<file path="src/rtl/hub75_bcm_scanner.sv">
// hub75_bcm_scanner: HUB75 row scan/shift/latch/display sequencer with binary-code-modulated brightness.
module hub75_bcm_scanner #(
  parameter int WIDTH    = 64,
  parameter int ROW_BITS = 4,
  parameter int PLANES   = 4,
  parameter int BASE_OE  = 8,
  parameter int BLANK    = 2,
  localparam int XW = $clog2(WIDTH),
  localparam int PW = (PLANES > 1) ? $clog2(PLANES) : 1
) (
  input  logic                clk,
  input  logic                rst,
  input  logic                en,
  output logic                led_clk,
  output logic                led_latch,
  output logic                led_oe,
  output logic [ROW_BITS-1:0] row,
  output logic [XW-1:0]       x,
  output logic [ROW_BITS-1:0] rd_row,
  output logic [PW-1:0]       rd_plane,
  output logic                frame_start
);
  localparam int DMAX = BASE_OE << (PLANES - 1);
  localparam int CW = $clog2(((DMAX > BLANK) ? DMAX : BLANK) + 1);
  typedef enum logic [2:0] {S_IDLE, S_SHIFT, S_LATCH, S_DISPLAY, S_BLANK} state_t;
  state_t state_q, state_d;
  logic [XW-1:0] x_q, x_d;
  logic [CW-1:0] cnt_q, cnt_d, disp_last;
  logic [ROW_BITS-1:0] row_q, row_d, rd_row_q, rd_row_d;
  logic [PW-1:0] rd_plane_q, rd_plane_d;
  logic shift_en_q, shift_en_d;
  assign disp_last = CW'((BASE_OE << rd_plane_q) - 1);
  always_comb begin
    state_d = state_q;
    x_d = x_q;
    cnt_d = cnt_q;
    row_d = row_q;
    rd_row_d = rd_row_q;
    rd_plane_d = rd_plane_q;
    case (state_q)
      S_IDLE: state_d = en ? S_SHIFT : S_IDLE;
      S_SHIFT: begin
        x_d = (x_q == XW'(WIDTH - 1)) ? '0 : x_q + XW'(1);
        if (x_q == XW'(WIDTH - 1)) begin
          state_d = S_LATCH;
          row_d = rd_row_q;
        end
      end
      S_LATCH: begin
        state_d = S_DISPLAY;
        cnt_d = '0;
      end
      S_DISPLAY: begin
        state_d = (cnt_q == disp_last) ? S_BLANK : S_DISPLAY;
        cnt_d = (cnt_q == disp_last) ? '0 : cnt_q + CW'(1);
      end
      S_BLANK: begin
        cnt_d = cnt_q + CW'(1);
        if (cnt_q == CW'(BLANK - 1)) begin
          cnt_d = '0;
          state_d = en ? S_SHIFT : S_IDLE;
          rd_plane_d = (rd_plane_q == PW'(PLANES - 1)) ? '0 : rd_plane_q + PW'(1);
          rd_row_d = (rd_plane_q == PW'(PLANES - 1)) ? rd_row_q + ROW_BITS'(1) : rd_row_q;
        end
      end
      default: state_d = S_IDLE;
    endcase
    shift_en_d = (state_d == S_SHIFT);
  end
  always_ff @(posedge clk) begin
    if (rst) begin
      state_q <= S_IDLE;
      x_q <= '0;
      cnt_q <= '0;
      row_q <= '0;
      rd_row_q <= '0;
      rd_plane_q <= '0;
      shift_en_q <= 1'b0;
    end else begin
      state_q <= state_d;
      x_q <= x_d;
      cnt_q <= cnt_d;
      row_q <= row_d;
      rd_row_q <= rd_row_d;
      rd_plane_q <= rd_plane_d;
      shift_en_q <= shift_en_d;
    end
  end
  assign led_clk = ~clk & shift_en_q;
  assign led_latch = (state_q == S_LATCH);
  assign led_oe = (state_q == S_DISPLAY);
  assign row = row_q;
  assign x = x_q;
  assign rd_row = rd_row_q;
  assign rd_plane = rd_plane_q;
  assign frame_start = (state_q == S_SHIFT) && (x_q == '0) && (rd_row_q == '0) && (rd_plane_q == '0);
endmodule

</file>
<file path="config.mk">
export PLATFORM = sky130hd
export DESIGN_NAME = hub75_bcm_scanner
export DESIGN_NICKNAME = d
export VERILOG_FILES = /design/src/rtl/hub75_bcm_scanner.sv
export SDC_FILE = /design/constraint.sdc
export NUM_CORES = 1
export LEC_CHECK = 0
export CORE_ASPECT_RATIO = 1.75
export CORE_MARGIN = 4
export CORE_UTILIZATION = 45
export DETAILED_ROUTE_END_ITERATION = 12
export PLACE_DENSITY = 0.7
export SETUP_SLACK_MARGIN = 0.05
export SYNTH_ARGS = -nofsm -noshare
export SYNTH_HDL_FRONTEND = slang
export SYNTH_SLANG_ARGS = --single-unit
</file>
<file path="constraint.sdc">
create_clock -name clk -period 2.75 [get_ports clk]
set_clock_uncertainty 0.1 [all_clocks]
set_input_delay 0.275 -clock clk [delete_from_list [all_inputs] [get_ports clk]]
set_output_delay 0.275 -clock clk [all_outputs]
set_load 0.01 [all_outputs]
</file>
# ---- After elaboration in Yosys (flattened, before gate mapping)
# Cells that the tools add are included.
dict set report op_classes {
  n_shift 1
  n_eq_ne 9
  bitwise 2
  n_mux 10
  add_sub_neg 5
  n_reduce_logical 11
}
# op n
set ops {}
lappend ops {{$pmux 7 s3} 1}
lappend ops {{$pmux 3 s5} 1}
lappend ops {{$mux 7} 2}
lappend ops {{$mux 3} 3}
lappend ops {{$add 7x1->7 const B} 1}
lappend ops {{$eq 7x1->1 const B} 1}
lappend ops {{$eq 7x7->1} 1}
lappend ops {{$shl 4x2->7 const A} 1}
lappend ops {{$sub 7x2->7 const B} 1}
lappend ops {{$add 6x1->6 const B} 1}
lappend ops {{$eq 3x1->1 const B} 2}
lappend ops {{$eq 3x2->1 const B} 2}
lappend ops {{$eq 6x6->1 const B} 1}
lappend ops {{$logic_not 6->1} 1}
lappend ops {{$mux 6} 1}
lappend ops {{$add 4x1->4 const B} 1}
lappend ops {{$logic_not 4->1} 1}
lappend ops {{$reduce_and 2->1} 2}
lappend ops {{$eq 3x3->1 const B} 1}
lappend ops {{$logic_and 1x1->1} 3}
lappend ops {{$logic_not 3->1} 1}
lappend ops {{$reduce_and 3->1} 1}
lappend ops {{$reduce_bool 3->1} 1}
lappend ops {{$add 2x1->2 const B} 1}
lappend ops {{other kinds (6)} 6}
dict set report word_totals {
  ff_bits 27
  word_cells 45
  in_bits 3
}

# ---- Logic depth before layout (Yosys ltp)
# Gate-level depths: netlist (run 1).
dict set report depth {
  depth_word 6
  ltp_mapped 6
  mapped_depth_nobuf 6
}

==> summary.md, run 1 <==
| Metric | Value |
|---|---|
| Status | `finished, final reports clean` |
| Met2 GRT Util | `0.325` |
| Number of max-cap violations | `0` |
| Hold Startpoint | `row[2]` |
| Initial Utilization | `0.471` |
| Slew @ Worst Pin | `0.668 ns` |
| Worst setup startpoint | `clk` |
| Worst R2R Start | `rd_plane[0]` |
| Placer Congestion | `approximately 0.86` |
| # hold bufs at CTS | `0` |
| Die H | `86.9 µm` |
| Vias | `1441` |
| Gate power share | `0.056` |
| # diodes | `0` |
| Pre-CTS WS | `between 0.2 and 0.3 ns` |
| Post-Syn Area | `about 0.0016 mm²` |
| M1 GR Usage | `0.207` |
| Area grow syn2layout | `21.2%` |
| Iteration-0 DRC Markers | `46` |
| Power, Total | `0.000815 W` |
| FILL cells | `325` |
| Mapped Cells | `roughly 180` |
| Final slew viol count | `0` |
| Seq cells post-synth | `27` |
| Hold Fails Final Rpt | `0` |
| Rows | `28` |
| Number of I/O pins | `23` |
| Pwr dens | `420 mW/mm²` |
| All-layer global routing usage | `0.185` |
| Hold EP | `row[2]` |
| I/O Buffers | `22` |
| CP required | `2.38 ns` |
| Synth area leader | `dfxtp_1` |
| Final antenna-violating net count | `0` |
| CP Launch Type | `clock port` |
| Worst hold path stage count | `2` |
| Internal | `roughly 0.00062 W` |
| Post-CTS setup buffers | `0` |
| Switch Pwr | `0.000191 W` |
| FF-to-FF path depth | `5` |
| Worst-skew pair later-pin latency | `0.38 ns` |
| Reg power frac | `0.494` |
| Iteration count of the initial detailed-routing pass | `4` |
| Synth cell types | `50` |
| Commonest cells after routing, fill and taps aside | `dfxtp_1, clkdlybuf4s50_1, nor2_1` |
| Storage cell area | `542 µm²` |
| CTS clk-pin slew, worst paths | `0.10 ns` |
| Global route hottest layer | `met2` |
| Layout cells sized above 1 | `0.102` |
| Overall routed net length | `3800 µm` |
| Total gr overflow | `0` |
| Clock power frac | `0.451` |
| Vias per inst | `5.76` |
| CTS tree | `built` |
| Area of the multi-input gates | `978 µm²` |
| DR WL/cell | `15.2 µm` |
| Max-slew headroom | `0.553` |
| Die Area | `0.00461 mm²` |
| RR Endpoint | `cnt_q[1]` |
| Setup TNS | `0 ns` |
| Average cell area after synthesis | `8.79 µm²` |
| Die span in x | `53.1 µm` |
| Number of synthesized flops with an enable pin | `0` |
| Switching fraction of total power | `0.235` |
| Synth area leaders | `dfxtp_1, ha_1, mux2i_1, nor2_1, a21oi_1` |
| Placed inst area | `0.00185 mm²` |
| Synth Flop Type | `dfxtp_1` |
| RSZ-0062 raised after global routing | `no` |
| Nets | `219` |
| Initial antenna violation count | `0` |
| Setup-failing EPs final | `0` |
| FFs w/ async S/R, synth | `0` |
| Peak VDD IR | `about 0.0003 V` |
| Global-route wire length before repair | `6550 µm` |
| CP max FO | `2` |
| Placeable Area | `0.00340 mm²` |
| Top cell type's share of synthesized area | `0.338` |
| Vias in the first global route | `~1500` |
| Yosys warns | `0` |
| Worst Setup End Kind | `primary output` |
| Setup CP Type | `clock port to primary output` |
| Flop2flop setup slack | `0.62 ns` |
| Final worst setup slack | `0.138 ns` |
| DR DRC count | `0` |
| Register area share after synthesis | `0.338` |
| Post-Syn Nets | `195` |
| DP HPWL | `2850 µm` |
| Design Area, Final | `just under 0.002 mm²` |
| Most common cell after layout, fill and taps aside | `dfxtp_1` |
| Hold Crit Class | `flip-flop to flip-flop` |
| Pin count of the biggest net entering global routing | `18` |
| Critical Path AT | `2.24 ns` |
| Met3 usage | `0.0343` |
| Static Leak | `0.738 nW` |
-- cell families after synthesis --
group	count (synthesis)	share of synthesized area
AOI/OAI and AO/OA	38	0.162
xor gates and xnor gates	8	0.0438
adders and majority gates	10	0.0782
buffers and inverters	18	0.0508
DFF	27	0.338
muxes	8	0.0524
and+or+nand+nor	73	0.275
-- critical path, cell delays in order --
cell,delay (ns)
clkbuf_8,0.11
clkbuf_8,0.11
nor2b_1,0.09
clkdlybuf4s50_1,0.55
-- layout make-up --
cell class	instances	share of cell area
clock buffer	7	0.0477
clock inverter	1	0.00452
sequential	27	0.279
multi-input combinational	137	0.505
timing repair buffer	23	0.115
inverter	10	0.0194
tap	45	0.0290
-- cell usage after synthesis (all sizes together), types with 4 or more instances --
| cell type | number |
|---|---|
| nand2 | 9 |
| mux2i | 8 |
| nor2 | 18 |
| nor2b | 5 |
| nand3 | 7 |
| nor3 | 6 |
| xnor2 | 4 |
| xor2 | 4 |
| clkbuf | 4 |
| a21oi | 12 |
| a221oi | 5 |
| nor4 | 5 |
| or3 | 4 |
| o21ai | 7 |
| buf | 4 |
| ha | 10 |
| dfxtp | 27 |
| nand4 | 5 |
| inv | 10 |
-- through the flow --
step,util,cells,hold WS [ns]
3_5_place_dp,0.544,243,0.387
2_1_floorplan,-,182,0.221
5_1_grt,0.571,250,0.435
6_report,0.571,250,0.407
3_3_place_gp,0.544,243,0.379
4_1_cts,0.571,250,0.410
-- routing by layer --
metal | routed length, µm | up-vias
li1 | - | 701
met1 | 1540 | 700
met2 | 2090 | 32
met3 | 94 | 8
met4 | 69 | 0
met5 | 0 | -
-- flip-flops by register name, summed over array words and instances, names as in the netlist --
register and flops:
rd_row 4, shift_en_q 1, row 4, rd_plane 2
cnt_q 7, state_q 3, x 6
-- what timing repair did --
item | CTS | global route
setup endpoints to repair | 1 | 0
resized for setup | 2 | 0
hold endpoints to repair | 0 | 0
-- worst max-delay path by stage --
stage                        endpoint  slack (ns)  depth (start not counted)
after floorplan               led_clk        0.82                          1
after global placement    frame_start        0.34                          5
after detailed placement  frame_start        0.25                          5
after CTS                     led_clk        0.12                          4
after global routing      frame_start        0.08                          5
final                         led_clk        0.14                          4
-- power by group through the flow --
stage	registers [W]	logic, W	clock network [W]
after floorplan	0.000410	0.0000266	0.00000530
after global placement	0.000410	0.0000445	0.0000139
after detailed placement	0.000410	0.0000462	0.0000139
after CTS	0.000402	0.0000454	0.000374
after global routing	0.000403	0.0000499	0.000395
final	0.000402	0.0000454	0.000367
(Power assumes the default switching activity.)
==> run 2, diff against run 1 <==
--- a/config.mk
+++ b/config.mk
@@ -10,6 +10,7 @@
 export CORE_UTILIZATION = 45
 export DETAILED_ROUTE_END_ITERATION = 12
 export PLACE_DENSITY = 0.7
+export REMOVE_ABC_BUFFERS = 1
 export SETUP_SLACK_MARGIN = 0.05
 export SYNTH_ARGS = -nofsm -noshare
 export SYNTH_HDL_FRONTEND = slang
==> run 2 against run 1 <==
  * Global-route usage rose by 0.89 points
  * Sequential power barely moved
  * First-iteration DRC count decreased by 11%
  * Total power shrank 2.3%
  * Critical path depth did not move
  * Count of clock-buffer cells in the layout is the same
  * Worst setup slack better by 0.010 ns
  * Sequential share of layout area grew 0.054 points
  * Critical path type unchanged
==> summary.md, run 2 (synthesis gave the netlist of run 1 again) <==
| Metric | Value |
|---|---|
| CTS tree | `built` |
| Iteration-0 DRC Markers | `41 (-11%)` |
| Static Leak | `0.737 nW (about the same)` |
| FF-to-FF path depth | `5 (unchanged)` |
| Overall routed net length | `3720 µm (-2.0%)` |
| DR DRC count | `0 (unchanged)` |
| Die span in x | `53.1 µm (unchanged)` |
| CP max FO | `2 (unchanged)` |
| Initial Utilization | `0.471 (unchanged)` |
| Hold EP | `row[3]` |
| Final antenna-violating net count | `0 (unchanged)` |
| CP required | `2.38 ns (about the same)` |
| # hold bufs at CTS | `0 (unchanged)` |
| CP max stage cell | `clkdlybuf4s50_1` |
| Die Area | `0.00461 mm² (unchanged)` |
| Placeable Area | `0.00340 mm² (unchanged)` |
| CP max stage delay | `0.54 ns (about the same)` |
| Vias per inst | `5.65 (-1.9%)` |
| DP HPWL | `2800 µm (-1.9%)` |
| Worst-skew pair later-pin latency | `0.38 ns (about the same)` |
| DR WL/cell | `14.9 µm (-2.0%)` |
| RSZ-0062 raised after global routing | `no` |
| Iteration count of the initial detailed-routing pass | `4 (unchanged)` |
| Total gr overflow | `0 (unchanged)` |
| Vias in the first global route | `1535 (+2.4%)` |
| Most common cell after layout, fill and taps aside | `dfxtp_1` |
| Final slew viol count | `0 (unchanged)` |
| RR Endpoint | `cnt_q[3]` |
| Number of I/O pins | `23 (unchanged)` |
| Die H | `86.9 µm (unchanged)` |
| Final Util | `0.570 (-0.00110)` |
| CTS clk-pin slew, worst paths | `0.09 ns (about the same)` |
| Slew @ Worst Pin | `0.612 ns (-0.0558 ns)` |
| Hold Crit Class | `flip-flop to flip-flop` |
| All-layer global routing usage | `0.194 (+0.00885)` |
| Pwr dens | `411 mW/mm² (-2.1%)` |
| # diodes | `0 (unchanged)` |
| Global route hottest layer | `met2` |
| Post-CTS setup buffers | `0 (unchanged)` |
| Flop2flop setup slack | `0.69 ns (+0.07 ns)` |
| Met3 usage | `0.0463 (+0.0120)` |
| Pin count of the biggest net entering global routing | `17 (-1)` |
| Worst hold path stage count | `2 (unchanged)` |
| I/O Buffers | `22 (unchanged)` |
| Global-route wire length before repair | `6710 µm (+2.5%)` |
| Setup CP Type | `clock port to primary output` |
| Hold Startpoint | `row[3]` |
| Number of max-cap violations | `0 (unchanged)` |
| Finished Layout Cells | `250 (unchanged)` |
| Setup TNS | `0 ns (unchanged)` |
| Number of flip-flops in the largest register | `7 (unchanged)` |
| Vias | `1413 (-1.9%)` |
| Rows | `28 (unchanged)` |
| Critical Path AT | `2.23 ns (about the same)` |
| Worst R2R Start | `rd_plane[0]` |
| Max-slew headroom | `0.580 (+0.0269)` |
| Status | `finished, final reports clean` |
| Hold Fails Final Rpt | `0 (unchanged)` |
| Area grow syn2layout | `21.0%` |
| Commonest cells after routing, fill and taps aside | `dfxtp_1, clkdlybuf4s50_1, nor2_1` |
| CP cell instances | `clkbuf_8 > clkbuf_8 > nor2b_1 > clkdlybuf4s50_1` |
| Layout cells sized above 1 | `0.102 (unchanged)` |
| Placer Congestion | `0.827 (-3.5%)` |
| M1 GR Usage | `0.207 (-0.000220)` |
| Largest Register | `cnt_q` |
| Peak VDD IR | `0.000397 V (+33%)` |
| Setup-failing EPs final | `0 (unchanged)` |
| Initial antenna violation count | `0 (unchanged)` |
| CP Launch Type | `clock port` |
| Most frequent CP cell | `clkbuf_8` |
| Nets | `219 (unchanged)` |
| Met2 GRT Util | `0.326 (+0.00113)` |
| Post-Place Cells | `243 (unchanged)` |
| Worst Setup End Kind | `primary output` |
[run 2: cell count changes in the layout (fill, tap and decap cells not counted)]
cell,change
clkinv_2,+1
inv_6,-1
[run 2: worst max path at each step]
stage                     from           to  slack, ns  cells past startpoint
floorplan                  clk      led_clk       0.82                      1
global placement    state_q[0]  frame_start       0.34                      5
detailed placement  state_q[0]  frame_start       0.30                      5
CTS                        clk      led_clk       0.13                      4
global route               clk      led_clk       0.11                      4
finish                     clk      led_clk       0.15                      4
[run 2: worst max-delay path: cells and delay by family]
| family | cells | cell delay [ns] |
|---|---|---|
| simple gates | 1 | 0.09 |
| buf+inv | 3 | 0.77 |
[run 2: area by class of cell]
cell class	count	area (µm²)
fillers	320	1460
clock buffers	7	92.6
repair buffers	23	224
well taps	45	56.3
flip-flops and latches	27	542
clock inverters	1	5.00
multi-input cells	137	978
inverters	10	37.5
[run 2: timing repair]
action | CTS | global route
hold endpoints to repair | 0 | 0
endpoints found under the setup margin | 1 | 0
gates resized for setup | 2 | 0
[run 2: where the power goes]
part | internal [W] | total (W) | switching (W) | leakage (nW)
registers | 0.000396 | 0.000401 | 0.00000565 | 0.218
logic | 0.0000192 | 0.0000439 | 0.0000247 | 0.466
clock network | 0.000203 | 0.000350 | 0.000147 | 0.0528
total | 0.000618 | 0.000796 | 0.000178 | 0.737
[run 2: stage by stage]
stage | hold WS (ns) | cell area, µm² | power (W) | setup slack (ns)
after floorplan | 0.221 | 1560 | 0.000437 | 0.822
after global placement | 0.378 | 1850 | 0.000467 | 0.342
after detailed placement | 0.390 | 1850 | 0.000468 | 0.299
after CTS | 0.417 | 1940 | 0.000810 | 0.133
after global routing | 0.453 | 1940 | 0.000834 | 0.105
final | 0.411 | 1940 | 0.000796 | 0.148
[run 2: layer usage]
| metal | up-vias | part of all wire | wire length [µm] |
|---|---|---|---|
| met5 | - | 0 | 0 |
| met3 | 10 | 0.034 | 128 |
| met1 | 663 | 0.39 | 1460 |
| met2 | 39 | 0.54 | 2020 |
| met4 | 0 | 0.030 | 111 |
| li1 | 701 | - | - |
==> run 3, diff against run 2 <==
--- a/config.mk
+++ b/config.mk
@@ -7,9 +7,9 @@
 export LEC_CHECK = 0
 export CORE_ASPECT_RATIO = 1.75
 export CORE_MARGIN = 4
-export CORE_UTILIZATION = 45
+export CORE_UTILIZATION = 30
 export DETAILED_ROUTE_END_ITERATION = 12
-export PLACE_DENSITY = 0.7
+export PLACE_DENSITY = 0.51
 export REMOVE_ABC_BUFFERS = 1
 export SETUP_SLACK_MARGIN = 0.05
 export SYNTH_ARGS = -nofsm -noshare
==> run 3 against run 2 <==
  * Sequential power about the same
  * Count of clock-buffer cells in the layout increased by 1
  * Combinational power increased by 3%
  * Clock power about the same
  * Largest cell class unchanged
  * Cell count increased by 4.0%
  * Via count decreased by 1.8%
  * Largest power group unchanged
  * Utilization decreased by 18 points
  * Global-route usage decreased by 7.0 points
  * Flip-flop and latch count unchanged
  * Total power increased by 0.28%
  * Die area increased by 43%
  * Worst hold slack got worse by 0.0075 ns
==> summary.md, run 3 (synthesis gave the netlist of run 1 again) <==
| Metric | Value |
|---|---|
| Most frequent CP cell | `clkbuf_8` |
| I/O Buffers | `22 (unchanged)` |
| Crit path max-delay family | `buffers and inverters` |
| Levels on crit path | `4 (unchanged)` |
| Worst hold path stage count | `2 (unchanged)` |
| Overall routed net length | `3850 µm (+3.6%)` |
| Fin Hold WS | `0.403 ns (-0.00752 ns)` |
| Die span in x | `63.2 µm (+19%)` |
| Placeable Area | `0.00506 mm² (+49%)` |
| Area grow syn2layout | `22.0%` |
| Die H | `105 µm (+20%)` |
| CP Launch Type | `clock port` |
| CP max FO | `2 (unchanged)` |
| Number of flip-flops in the largest register | `7 (unchanged)` |
| Flop2flop setup slack | `0.61 ns (-0.08 ns)` |
| RSZ-0062 raised after global routing | `no` |
| CP max stage cell | `clkdlybuf4s50_1` |
| Switching fraction of total power | `0.221 (-0.00214)` |
| Hold EP | `row[0]` |
| Slew @ Worst Pin | `0.761 ns (+0.149 ns)` |
| Final slew viol count | `0 (unchanged)` |
| Worst-skew pair later-pin latency | `0.38 ns (about the same)` |
| Largest Register | `cnt_q` |
| Placer Congestion | `0.751 (-9.1%)` |
| CP max stage delay | `0.54 ns (about the same)` |
| FF-to-FF path depth | `5 (unchanged)` |
| Worst R2R Start | `cnt_q[0]` |
| Worst Setup End Kind | `primary output` |
| Most common cell after layout, fill and taps aside | `dfxtp_1` |
| Storage cell area | `542 µm² (unchanged)` |
| Switch Pwr | `0.000176 W (-0.68%)` |
| Total gr overflow | `0 (unchanged)` |
| # diodes | `0 (unchanged)` |
| DP HPWL | `2880 µm (+2.9%)` |
| Global-route wire length before repair | `6670 µm (-0.61%)` |
| Vias per inst | `5.34 (-5.5%)` |
| CP cell instances | `clkbuf_8 > clkbuf_8 > nor2b_1 > clkdlybuf4s50_1` |
| Number of I/O pins | `23 (unchanged)` |
| Setup CP Type | `clock port to primary output` |
| DR WL/cell | `14.8 µm (-0.38%)` |
| Layout cells sized above 1 | `0.102 (-0.000497)` |
| Static Leak | `0.740 nW (+0.32%)` |
| Max-slew headroom | `0.491 (-0.0892)` |
| Hold Crit Class | `flip-flop to flip-flop` |
| Clock power frac | `0.440 (about the same)` |
| Area of the multi-input gates | `978 µm² (unchanged)` |
| Pin count of the biggest net entering global routing | `19 (+2)` |
| Nets | `220 (+0.46%)` |
| Commonest cells after routing, fill and taps aside | `dfxtp_1, clkdlybuf4s50_1, nor2_1` |
| Pwr dens | `408 mW/mm² (-0.62%)` |
| Iteration-0 DRC Markers | `38 (-7.3%)` |
| Vias in the first global route | `1466 (-4.5%)` |
| Setup-failing EPs final | `0 (unchanged)` |
| CP required | `2.38 ns (about the same)` |
| Hold Fails Final Rpt | `0 (unchanged)` |
| CTS clk-pin slew, worst paths | `0.09 ns (about the same)` |
| Die Area | `0.00661 mm² (+43%)` |
| Initial Utilization | `0.316 (-0.155)` |
| Rows | `34 (+21%)` |
| Vias | `1388 (-1.8%)` |
| Number of max-cap violations | `0 (unchanged)` |
| Critical Path AT | `2.22 ns (about the same)` |
| Internal | `0.000621 W (+0.56%)` |
| RR Endpoint | `cnt_q[1]` |
| Hold Startpoint | `row[0]` |
| Post-CTS setup buffers | `0 (unchanged)` |
| Reg power frac | `0.503 (about the same)` |
| Setup TNS | `0 ns (unchanged)` |
| FILL cells | `524 (+64%)` |
| Peak VDD IR | `0.000206 V (-48%)` |
| DR DRC count | `0 (unchanged)` |
| CTS tree | `built` |
| All-layer global routing usage | `0.124 (-0.0698)` |
| Status | `finished, final reports clean` |
| Final antenna-violating net count | `0 (unchanged)` |
| Initial antenna violation count | `0 (unchanged)` |
| Iteration count of the initial detailed-routing pass | `4 (unchanged)` |
| Critical path buffers and inverters | `3 (unchanged)` |
| Gate power share | `0.057 (+0.002)` |
[run 3: cell types whose count changed in the layout (fill, tap and decap cells not counted)]
cell      previous run  this run
clkinv_2             1         0
clkbuf_1             0         1
buf_4                2         3
[run 3: final cells by class]
| cell class | count | area share |
|---|---|---|
| well taps | 54 | 0.0346 |
| repair buffers | 24 | 0.119 |
| clock buffers | 8 | 0.0493 |
| flip-flops and latches | 27 | 0.277 |
| inverters | 10 | 0.0192 |
| multi-input cells | 137 | 0.501 |
[run 3: repair_timing]
| item | in CTS | in global routing |
|---|---|---|
| hold buffers | 0 | 0 |
| setup endpoints to repair | 1 | 0 |
| resized for setup | 2 | 0 |
[run 3: power groups by stage]
stage | Sequential [W] | Clock [W] | Combinational, W
after global placement | 0.000410 | 0.0000139 | 0.0000472
after global routing | 0.000403 | 0.000384 | 0.0000509
after floorplan | 0.000410 | 0.00000530 | 0.0000216
after CTS | 0.000402 | 0.000368 | 0.0000465
final | 0.000401 | 0.000351 | 0.0000451
after detailed placement | 0.000410 | 0.0000139 | 0.0000472
[run 3: per-layer routing]
layer	share of wire	vias to the layer above	track usage
met2	0.54	28	0.234
met1	0.41	651	0.126
li1	-	701	-
met5	0	-	0
met4	0.021	0	0.0587
met3	0.025	8	0.0279
[run 3: worst reg2reg max path, cell delays in order, from the launching register on]
cell and delay, ns:
dfxtp_1 0.37, ha_1 0.30, and4_1 0.22, mux2i_1 0.51, o21ai_1 0.25, a221oi_1 0.30
[run 3: stage by stage]
| stage | std cells | util | area [µm²] | setup WS, ns | total power, W |
|---|---|---|---|---|---|
| after CTS | 260 | 0.386 | 1950 | 0.136 | 0.000816 |
| after detailed placement | 253 | 0.369 | 1870 | 0.298 | 0.000471 |
| after global placement | 253 | 0.369 | 1870 | 0.323 | 0.000471 |
| final | 260 | 0.386 | 1950 | 0.151 | 0.000798 |
| after floorplan | 174 | - | 1560 | 0.822 | 0.000437 |
| after global routing | 260 | 0.386 | 1950 | 0.104 | 0.000838 |
[run 3: how the worst max path moves through the flow]
stage	slack, ns	end	from
3_5_place_dp	0.30	frame_start	state_q[0]
3_3_place_gp	0.32	frame_start	state_q[0]
2_1_floorplan	0.82	led_clk	clk
6_report	0.15	led_clk	clk
4_1_cts	0.14	led_clk	clk
5_1_grt	0.10	frame_start	state_q[0]
